<file path="config.mk">
export PLATFORM = sky130hd
export DESIGN_NAME = sprite_raster_engine
export DESIGN_NICKNAME = d
export VERILOG_FILES = /design/src/rtl/sprite_pkg.sv /design/src/rtl/sprite_hit.sv /design/src/rtl/sprite_raster_engine.sv
export SDC_FILE = /design/constraint.sdc
export NUM_CORES = 1
export LEC_CHECK = 0
export ABC_AREA = 1
export CAP_MARGIN = 10
export CORE_AREA = 3 3 170 188
export DETAILED_ROUTE_END_ITERATION = 10
export DIE_AREA = 0 0 173 191
export PLACE_DENSITY_LB_ADDON = 0.05
export SLEW_MARGIN = 20
export SYNTH_ARGS = -nofsm -noshare
export SYNTH_HDL_FRONTEND = slang
export SYNTH_SLANG_ARGS = --single-unit
</file>
<file path="constraint.sdc">
create_clock -name clock -period 13.6 [get_ports clock]
set_input_delay 2.72 -clock clock [delete_from_list [all_inputs] [get_ports clock]]
set_output_delay 2.72 -clock clock [all_outputs]
set_load 0.02 [all_outputs]
</file>
<file path="src/rtl/sprite_pkg.sv">
// Shared shape codes and 3x3 shape masks for the sprite raster engine.
// Mask bit 8 is the top-left cell, row-major, so bit 0 is bottom-right.
package sprite_pkg;

   localparam int SHAPE_W = 3;

   typedef enum logic [SHAPE_W-1:0] {
      SHAPE_UP    = 3'd0,
      SHAPE_RIGHT = 3'd1,
      SHAPE_DOWN  = 3'd2,
      SHAPE_LEFT  = 3'd3,
      SHAPE_POINT = 3'd4,
      SHAPE_BLOCK = 3'd5
   } shape_e;

   localparam logic [8:0] MASK_UP    = 9'b010_111_101;
   localparam logic [8:0] MASK_RIGHT = 9'b110_011_110;
   localparam logic [8:0] MASK_DOWN  = 9'b101_111_010;
   localparam logic [8:0] MASK_LEFT  = 9'b011_110_011;
   localparam logic [8:0] MASK_POINT = 9'b000_010_000;
   localparam logic [8:0] MASK_BLOCK = 9'b111_111_111;

   // Unused codes 6 and 7 fall back to a single point.
   function automatic logic [8:0] shape_mask(input logic [SHAPE_W-1:0] code);
      case (code)
         SHAPE_UP:    return MASK_UP;
         SHAPE_RIGHT: return MASK_RIGHT;
         SHAPE_DOWN:  return MASK_DOWN;
         SHAPE_LEFT:  return MASK_LEFT;
         SHAPE_BLOCK: return MASK_BLOCK;
         default:     return MASK_POINT;
      endcase
   endfunction

endpackage

</file>
<file path="src/rtl/sprite_hit.sv">
// Combinational cover test of one pixel against one 3x3 sprite.
// Offsets are formed one bit wider than the coordinates so edges clip instead of wrapping.
module sprite_hit
   import sprite_pkg::*;
#(
   parameter int X_W = 8,
   parameter int Y_W = 7
) (
   input  logic [X_W-1:0]     pix_x,
   input  logic [Y_W-1:0]     pix_y,
   input  logic [X_W-1:0]     cx,
   input  logic [Y_W-1:0]     cy,
   input  logic [SHAPE_W-1:0] shape,
   input  logic               valid,
   output logic               hit
);

   localparam logic signed [X_W:0] ONE_X = {{X_W{1'b0}}, 1'b1};
   localparam logic signed [Y_W:0] ONE_Y = {{Y_W{1'b0}}, 1'b1};

   logic signed [X_W:0] dx;
   logic signed [Y_W:0] dy;
   logic signed [X_W:0] dx_off;
   logic signed [Y_W:0] dy_off;
   logic                in_x;
   logic                in_y;
   logic [3:0]          idx;
   logic [8:0]          mask;

   assign dx     = $signed({1'b0, pix_x}) - $signed({1'b0, cx});
   assign dy     = $signed({1'b0, pix_y}) - $signed({1'b0, cy});
   // Offset by one so the 3x3 window maps to 0..2 in the low two bits.
   assign dx_off = dx + ONE_X;
   assign dy_off = dy + ONE_Y;
   assign in_x   = (dx_off[X_W:2] == '0) && (dx_off[1:0] != 2'b11);
   assign in_y   = (dy_off[Y_W:2] == '0) && (dy_off[1:0] != 2'b11);
   assign idx    = ({2'b00, dy_off[1:0]} * 4'd3) + {2'b00, dx_off[1:0]};
   assign mask   = shape_mask(shape);
   assign hit    = valid && in_x && in_y && mask[4'd8 - idx];

endmodule

</file>
<file path="src/rtl/sprite_raster_engine.sv">
// Raster scan renderer: counter, per-sprite cover stage, priority/colour stage with
// per-frame collision reporting against sprite 0. Sprite inputs are shadowed per frame.
module sprite_raster_engine
   import sprite_pkg::*;
#(
   parameter int H_RES     = 160,
   parameter int V_RES     = 120,
   parameter int X_W       = 8,
   parameter int Y_W       = 7,
   parameter int NUM_SPR   = 8,
   parameter int COLOUR_W  = 3,
   parameter int BG_COLOUR = 0
) (
   input  logic                          clock,
   input  logic                          resetn,
   input  logic                          enable,
   input  logic [NUM_SPR-1:0]            spr_valid,
   input  logic [NUM_SPR*X_W-1:0]        spr_x,
   input  logic [NUM_SPR*Y_W-1:0]        spr_y,
   input  logic [NUM_SPR*SHAPE_W-1:0]    spr_shape,
   input  logic [NUM_SPR*COLOUR_W-1:0]   spr_colour,
   output logic [X_W-1:0]                x,
   output logic [Y_W-1:0]                y,
   output logic [COLOUR_W-1:0]           colour,
   output logic                          plot,
   output logic                          frame_done,
   output logic [NUM_SPR-1:0]            coll
);

   localparam logic [X_W-1:0]      X_LAST = X_W'(H_RES - 1);
   localparam logic [Y_W-1:0]      Y_LAST = Y_W'(V_RES - 1);
   localparam logic [COLOUR_W-1:0] BG     = COLOUR_W'(BG_COLOUR);

   logic [X_W-1:0]                x_cnt;
   logic [Y_W-1:0]                y_cnt;
   logic                          latch;
   logic                          last_p0;

   logic [NUM_SPR-1:0]            sh_valid;
   logic [NUM_SPR*X_W-1:0]        sh_x;
   logic [NUM_SPR*Y_W-1:0]        sh_y;
   logic [NUM_SPR*SHAPE_W-1:0]    sh_shape;
   logic [NUM_SPR*COLOUR_W-1:0]   sh_colour;

   logic [NUM_SPR-1:0]            eff_valid;
   logic [NUM_SPR*X_W-1:0]        eff_x;
   logic [NUM_SPR*Y_W-1:0]        eff_y;
   logic [NUM_SPR*SHAPE_W-1:0]    eff_shape;
   logic [NUM_SPR-1:0]            cover_p0;

   logic [X_W-1:0]                x_p1;
   logic [Y_W-1:0]                y_p1;
   logic [NUM_SPR-1:0]            cover_p1;
   logic                          vld_p1;
   logic                          last_p1;

   logic [COLOUR_W-1:0]           win_colour;
   logic [NUM_SPR-1:1]            hit_p1;
   logic [NUM_SPR-1:1]            acc;
   logic [NUM_SPR-1:1]            acc_next;
   logic                          last_p2;

   // Stage 0: raster counter and frame-start shadow latch
   assign latch   = enable && (x_cnt == '0) && (y_cnt == '0);
   assign last_p0 = (x_cnt == X_LAST) && (y_cnt == Y_LAST);

   always_ff @(posedge clock or negedge resetn) begin
      if (!resetn) begin
         x_cnt <= '0;
         y_cnt <= '0;
      end else if (enable) begin
         if (x_cnt == X_LAST) begin
            x_cnt <= '0;
            y_cnt <= (y_cnt == Y_LAST) ? '0 : y_cnt + Y_W'(1);
         end else begin
            x_cnt <= x_cnt + X_W'(1);
         end
      end
   end

   always_ff @(posedge clock or negedge resetn) begin
      if (!resetn) begin
         sh_valid  <= '0;
         sh_x      <= '0;
         sh_y      <= '0;
         sh_shape  <= '0;
         sh_colour <= '0;
      end else if (latch) begin
         sh_valid  <= spr_valid;
         sh_x      <= spr_x;
         sh_y      <= spr_y;
         sh_shape  <= spr_shape;
         sh_colour <= spr_colour;
      end
   end

   // Pixel (0,0) is evaluated on the latch cycle itself, so it must see the incoming values.
   assign eff_valid = latch ? spr_valid : sh_valid;
   assign eff_x     = latch ? spr_x     : sh_x;
   assign eff_y     = latch ? spr_y     : sh_y;
   assign eff_shape = latch ? spr_shape : sh_shape;

   for (genvar i = 0; i < NUM_SPR; i++) begin : g_spr
      sprite_hit #(.X_W(X_W), .Y_W(Y_W)) u_hit (
         .pix_x (x_cnt),
         .pix_y (y_cnt),
         .cx    (eff_x[i*X_W +: X_W]),
         .cy    (eff_y[i*Y_W +: Y_W]),
         .shape (eff_shape[i*SHAPE_W +: SHAPE_W]),
         .valid (eff_valid[i]),
         .hit   (cover_p0[i])
      );
   end

   // Stage 1: registered cover bits
   always_ff @(posedge clock or negedge resetn) begin
      if (!resetn) begin
         vld_p1  <= 1'b0;
         last_p1 <= 1'b0;
      end else begin
         vld_p1  <= enable;
         last_p1 <= last_p0;
      end
   end

   always_ff @(posedge clock) begin
      x_p1     <= x_cnt;
      y_p1     <= y_cnt;
      cover_p1 <= cover_p0;
   end

   always_comb begin
      win_colour = BG;
      for (int i = NUM_SPR - 1; i >= 0; i--) begin
         if (cover_p1[i]) win_colour = sh_colour[i*COLOUR_W +: COLOUR_W];
      end
   end

   assign hit_p1   = cover_p1[NUM_SPR-1:1] & {(NUM_SPR-1){cover_p1[0]}};
   assign acc_next = acc | hit_p1;

   // Stage 2: pixel outputs, collision accumulator, end-of-frame report
   always_ff @(posedge clock or negedge resetn) begin
      if (!resetn) begin
         x          <= '0;
         y          <= '0;
         colour     <= BG;
         plot       <= 1'b0;
         last_p2    <= 1'b0;
         frame_done <= 1'b0;
         acc        <= '0;
         coll       <= '0;
      end else begin
         x          <= x_p1;
         y          <= y_p1;
         colour     <= win_colour;
         plot       <= vld_p1;
         last_p2    <= vld_p1 && last_p1;
         frame_done <= last_p2;
         if (vld_p1) begin
            if (last_p1) begin
               coll <= {acc_next, |acc_next};
               acc  <= '0;
            end else begin
               acc  <= acc_next;
            end
         end
      end
   end

endmodule

</file>
==> results.py, run 1 <==
metrics = {
    "yosys": {
        "synth_nets": 2901,
        "yosys_warnings": 0,
        "synth_top_area_cell": "dfrtp_1",
        "yosysSeqAreaShare_pct": 33.7,
        "synth_edf_count": 0,
        "synth.avg_cell_area_um2": 7.56,
        "netlist_area_um2": 18400,
        "ys.flop_type": "dfrtp_1",
        "ys_async_sr_fraction_pct": 90.9,
        "synth_area_leaders": "dfrtp_1 (31%), ha_1 (18%), nand2_1 (15%), inv_1 (7.6%), nor2_1 (4.7%)",
        "synth-seq-cells": 252,
        "yosys.area.top_type_share_pct": 31.2,
        "yosys.cell_types.count": 41,
        "syn_inst": 2430,
    },
    "timing": {
        "skew_ps": 13.4,
        "relSlewSlack_pct": 33.0,
        "setup_viol": 0,
        "max_freq_mhz": 129,
        "rsz0062_at_grt": "no",
        "tightestPinTransition_ps": 1010,
        "finalHoldViolCount": 0,
        "slew_violations": 0,
        "finalSetupTns_ps": 0,
        "finalCriticalPeriod_ps": 7750,
        "fin_crit_sh_pct": 57.0,
    },
    "drt": {
        "routedWlPerCell_um": 15.7,
        "wirelength_um": 48000,
        "first_pass_iters": 6,
        "vias": 16211,
        "detail-route-antenna-nets": 0,
        "viasPerCell": 5.28,
        "drc": 0,
        "drt_iter0_markers": 1026,
    },
    "setup_path": {
        "required_ps": 14090,
        "slowest_stage": "clkdlybuf4s50_1",
        "worstSetupPathType": "primary input to flop",
        "r2r_start": "x_cnt[1]",
        "worstSetupEndpointType": "flop",
        "cp-startpoint": "enable",
        "crit_path_max_incr_delay_ps": 630,
        "crit_fanout": 60,
        "crit_path_frequent_cell": "ha_1",
        "setup.worst_path.start_class": "primary input",
        "worst_ep_arrival_time_ps": 8240,
    },
    "clock_tree": {
        "clock-sinks": 252,
        "numCtsBuffers": 28,
        "clkTransAtPathRegs_ps": 60,
        "post_cts_resized": 0,
        "clk-insertion-delay-late_ps": 550,
        "cts_tree": "yes",
        "ctsLongestPathBuffers": 3,
        "cts_root_buffer": "clkbuf_16",
        "h-tree-depth": 1,
        "cts_setup_buffers": 0,
        "holdBufCountCts": 0,
    },
    "flow_run": {
        "drv_cap": 0,
    },
    "final_layout": {
        "drive_gt1_share_pct": 4.22,
        "area_delta_synth_final_pct": 18.8,
        "nNetsFinal": 3104,
        "n_fill_cell": 2478,
        "num_antenna_cells": 0,
    },
    "pwr": {
        "p_per_area_nw_per_um2": 136,
        "finalPower_uw": 2960,
        "vdd_drop_max_v": 0.000136,
        "cellLeakagePower_uw": 0.0115,
    },
    "status": {
        "status": "finished clean",
    },
    "die": {
        "std_cell_rows": 67,
        "core-area_um2": 30300,
        "start_util_pct": 60.5,
        "ios": 207,
        "die_y_um": 191,
        "die_area_um2": 33000,
        "die_w_um": 173,
    },
    "min_path": {
        "hp-class": "flop to flop",
        "hold_start": "x_p1[5]",
    },
    "placed_design": {
        "hpwl_um": 34600,
        "io_buffers": 206,
        "place_congestion": 0.923,
    },
    "global_routing": {
        "grt_pass1_wl_um": 78500,
        "antenna_found_initial": 0,
        "grt_usage_pct": 29.1,
        "overflow": 0,
        "grt_pass1_vias": 16114,
        "grt_max_degree": 106,
    },
}
[cell type report]
class	count	area (µm²)	area share (%)
repair buffers	216	2140	9.82
clock buffers	42	855	3.92
inverters	379	1430	6.53
well taps	414	518	2.37
clock inverters	10	160	0.734
flip-flops and latches	252	6190	28.4
multi-input cells	1756	10500	48.2
[state kept, by name, indices dropped and copies added, names as in the netlist, 7 cells and up]
name       cells
sh_shape      24
x_cnt          8
sh_valid       8
sh_colour     24
cover_p1       8
x              8
x_p1           8
sh_y          56
y_p1           7
y_cnt          7
acc            7
y              7
coll           8
sh_x          64
[path summary, 6_finish.rpt]
| path | to | slack [ps] | cells after the start |
|---|---|---|---|
| max reg2reg | cover_p1[4] | 7340 | 28 |
| min in group asynchronous | y[3] | 2210 | 1 |
| min | x[5] | 330 | 0 |
| max in group asynchronous | sh_colour[1] | 9320 | 3 |
| max | cover_p1[4] | 5850 | 27 |
| min reg2reg | x[5] | 330 | 0 |
[report_power, final]
part	switching (µW)	internal [µW]
logic	750	554
clock network	317	508
registers	56.5	776
[synth_stat cells (13+ instances only)]
cell      instances
or2_2            19
o21ai_0          58
fa_1             24
nand2_1         728
nor2_1          228
dfxtp_1          23
xor2_1           33
clkbuf_1         19
nand3b_1         51
a21oi_1         108
nand3_1         108
o211ai_1         13
nand2_2          19
nand4_1          34
ha_1            268
buf_2            13
dfrtp_1         229
inv_1           371
[placed cells by master (no fill, tap or decap), drive strengths merged]
cell,n
nand2,750
inv,379
ha,268
nor2,233
dfrtp,229
clkdlybuf4s50,205
nand3,108
a21oi,108
o21ai,65
nand3b,51
clkbuf,42
nand4,34
xor2,33
fa,24
dfxtp,23
or2,19
o211ai,13
buf,11
xnor2,10
and3,8
and2,7
nor3,6
clkinv,5
a211oi,4
bufinv,4
o21a,3
nor4,2
o2111ai,2
nor3b,2
o21bai,1
nand2b,1
a21o,1
o311ai,1
a31oi,1
o32a,1
clkinvlp,1
[kinds of logic (layout without fill, tap and decap cells)]
| logic type | Yosys count | count (layout) | share of synthesized area (%) |
|---|---|---|---|
| AOI/OAI and AO/OA | 200 | 200 | 5.85 |
| xor gates and xnor gates | 43 | 43 | 2.05 |
| adders and majority gates | 292 | 292 | 20.9 |
| buffers and inverters | 422 | 647 | 9.02 |
| DFF | 252 | 252 | 33.7 |
| and+or+nand+nor | 1221 | 1221 | 28.5 |
[through the flow]
step | cells | setup slack, ps | instance area, µm² | util, % | hold slack (ps)
floorplan | 2430 | 7200 | 18400 | - | 316
global placement | 3017 | 5460 | 20800 | 68.5 | 317
detailed placement | 3017 | 5290 | 20800 | 68.5 | 320
CTS | 3069 | 5850 | 21800 | 71.9 | 330
global route | 3069 | 5360 | 21800 | 71.9 | 332
finish | 3069 | 5850 | 21800 | 71.9 | 327
[worst max-delay path, delay by kind of cell]
kind / cells / cell delay (ps)
buffers and inverters: 7 / 2120
adder cells (fa/ha/maj): 6 / 1710
AND/OR/NAND/NOR: 13 / 1550
AO/OA/AOI/OAI: 1 / 110
[metal layers]
metal,track usage (%),vias up,wire length (µm)
met2,51.8,451,23000
met5,0,-,0
li1,-,8113,-
met4,9.23,0,1610
met1,37.3,7546,20900
met3,3.24,101,2590
(Power assumes the default switching activity.)
==> inputs of run 2 (changes only) <==
- CORE_AREA: 3 3 170 188 -> 3 3 174 193
- DIE_AREA: 0 0 173 191 -> 0 0 177 196
- clock period: 13.6 -> 7.6 ns (I/O delays scaled with it)
==> run 2 against run 1 <==
Via count down 0.32%; sequential share of layout area down 0.10 points; final area up 0.36%; combinational power up 78%; core utilization down 2.5 points; largest power group unchanged; final cell count up 0.29%; clock power up 84%; total power up 80%; flip-flop and latch count unchanged; wire length down 1.0%; worst hold slack worse by 0.65 ps.
==> results.py, run 2 (synthesized netlist as in run 1, its figures left out) <==
metrics = {
    "timing": {
        "finalSetupTns_ps": 0,
        "fin_crit_sh_pct": 80.4,
        "finalHoldViolCount": 0,
        "rsz0062_at_grt": "no",
        "max_freq_mhz": 164,
        "relSlewSlack_pct": 33.6,
        "tightestPinTransition_ps": 996,
        "finalCriticalPeriod_ps": 6110,
        "slew_violations": 0,
        "skew_ps": 18.6,
        "setup_viol": 0,
    },
    "setup_path": {
        "setup.worst_path.start_class": "primary input",
        "required_ps": 8110,
        "worst_ep_arrival_time_ps": 6620,
        "crit_fanout": 51,
        "worstSetupEndpointType": "flop",
        "reg2reg_depth": 28,
        "worstSetupPathType": "primary input to flop",
    },
    "pwr": {
        "finalPower_uw": 5330,
        "vdd_drop_max_v": 0.000170,
        "p_per_area_nw_per_um2": 243,
        "cellLeakagePower_uw": 0.0115,
    },
    "final_layout": {
        "fin_area_um2": 21900,
        "drive_gt1_share_pct": 4.37,
        "top_register": "sh_x",
        "mostFrequentLayoutCell": "nand2_1",
        "largest_reg_flops": 64,
        "largestRegisters": "sh_x: 64 flops, sh_y: 56 flops",
        "nNetsFinal": 3105,
        "final_cell_mix": "nand2_1 (728), inv_1 (371), ha_1 (268)",
        "area_delta_synth_final_pct": 19.2,
    },
    "placed_design": {
        "placed_area_um2": 20800,
        "place_congestion": 0.922,
        "io_buffers": 206,
        "hpwl_um": 34400,
    },
    "drt": {
        "detail-route-antenna-nets": 0,
        "wirelength_um": 47600,
        "vias": 16159,
        "dr_wl_met2_um": 22000,
        "met3_length_um": 3300,
        "viasPerCell": 5.25,
        "drt_iter0_markers": 1119,
        "route.top_layer_used": "met5",
        "routedWlPerCell_um": 15.4,
        "detail_route.wirelength.met1_um": 20300,
        "first_pass_iters": 7,
        "drc": 0,
    },
    "clock_tree": {
        "clock-sinks": 252,
        "clkTransAtPathRegs_ps": 60,
        "cts_setup_buffers": 0,
        "cts_tree": "yes",
        "cts_root_buffer": "clkbuf_16",
        "holdBufCountCts": 0,
        "post_cts_resized": 0,
        "ctsLongestPathBuffers": 3,
        "numCtsBuffers": 29,
        "clk-insertion-delay-late_ps": 570,
        "h-tree-depth": 1,
    },
    "global_routing": {
        "grt_pass1_wl_um": 77900,
        "grt_usage_pct": 27.6,
        "overflow": 0,
        "antenna_found_initial": 3,
        "grt_pass1_vias": 15800,
        "grt_max_degree": 173,
    },
    "die": {
        "ios": 207,
        "die_y_um": 196,
        "die_area_um2": 34700,
        "std_cell_rows": 68,
        "core-area_um2": 31600,
        "start_util_pct": 58.2,
        "die_w_um": 177,
    },
    "flow_run": {
        "drv_cap": 0,
    },
    "min_path": {
        "worstHoldPathCells": 0,
        "hp-class": "flop to flop",
    },
    "status": {
        "status": "finished clean",
    },
}
==> run 2: cell types whose count changed in the layout (fill, tap and decap cells not counted), moves of 2 or more <==
cell	before	now
diode_2	0	2
clkinv_2	3	5
clkbuf_1	5	2
inv_6	0	2
buf_4	10	7
buf_12	0	3
clkbuf_8	8	6
==> run 2: area by class of cell <==
| type | count | area [µm²] |
|---|---|---|
| inverter | 379 | 1430 |
| timing repair buffer | 216 | 2180 |
| clock inverter | 16 | 226 |
| antenna | 2 | 5.00 |
| multi-input combinational | 1756 | 10500 |
| sequential | 252 | 6190 |
| tap | 420 | 526 |
| fill | 2626 | 9680 |
| clock buffer | 37 | 816 |
==> run 2: where the power goes <==
group	total [µW]	internal (µW)	switching [µW]
Sequential	1490	1390	106
Clock	1520	929	589
Combinational	2320	989	1330
==> run 2: worst paths after layout <==
kind | from | slack, ps | end
worst max-delay path | enable | 1490 | cover_p1[2]
worst min-delay path | x_p1[1] | 330 | x[1]
worst max register to register | x_cnt[1] | 1780 | cover_p1[2]
worst min register to register | x_p1[1] | 330 | x[1]
max in group asynchronous | resetn | 5420 | sh_y[11]
min in group asynchronous | resetn | 860 | x[2]
==> run 2: critical path: stages <==
cell and delay, ps:
clkdlybuf4s50_1 640, inv_2 100, nor2_4 110, nand2_4 100, nor2_8 310, nand2_8 310
inv_4 410, buf_4 340, nor2_1 70, nor2_1 150, ha_1 260, inv_1 70
ha_1 250, ha_1 300, ha_1 270, inv_1 40, ha_1 190, fa_1 470
inv_1 100, nand2_1 60, a21oi_1 110, nand2_1 70, nand2_1 60, nand3_1 60
nor2_1 80, nand3_1 70, nor2_1 80
==> run 2: through the flow <==
| stage | hold WS, ps | instances | setup WS (ps) | utilization (%) |
|---|---|---|---|---|
| 6_report | 326 | 3078 | 1490 | 69.3 |
| 3_3_place_gp | 317 | 3023 | 1140 | 66.0 |
| 3_5_place_dp | 320 | 3023 | 976 | 66.0 |
| 4_1_cts | 328 | 3076 | 1530 | 69.3 |
| 5_1_grt | 328 | 3078 | 1020 | 69.3 |
| 2_1_floorplan | 316 | 2430 | 2400 | - |
==> run 2: routing by layer <==
layer,vias to the layer above,global-route usage [%]
met5,-,0
met4,2,11.0
met3,123,4.76
met2,508,46.1
met1,7413,35.8
li1,8113,-
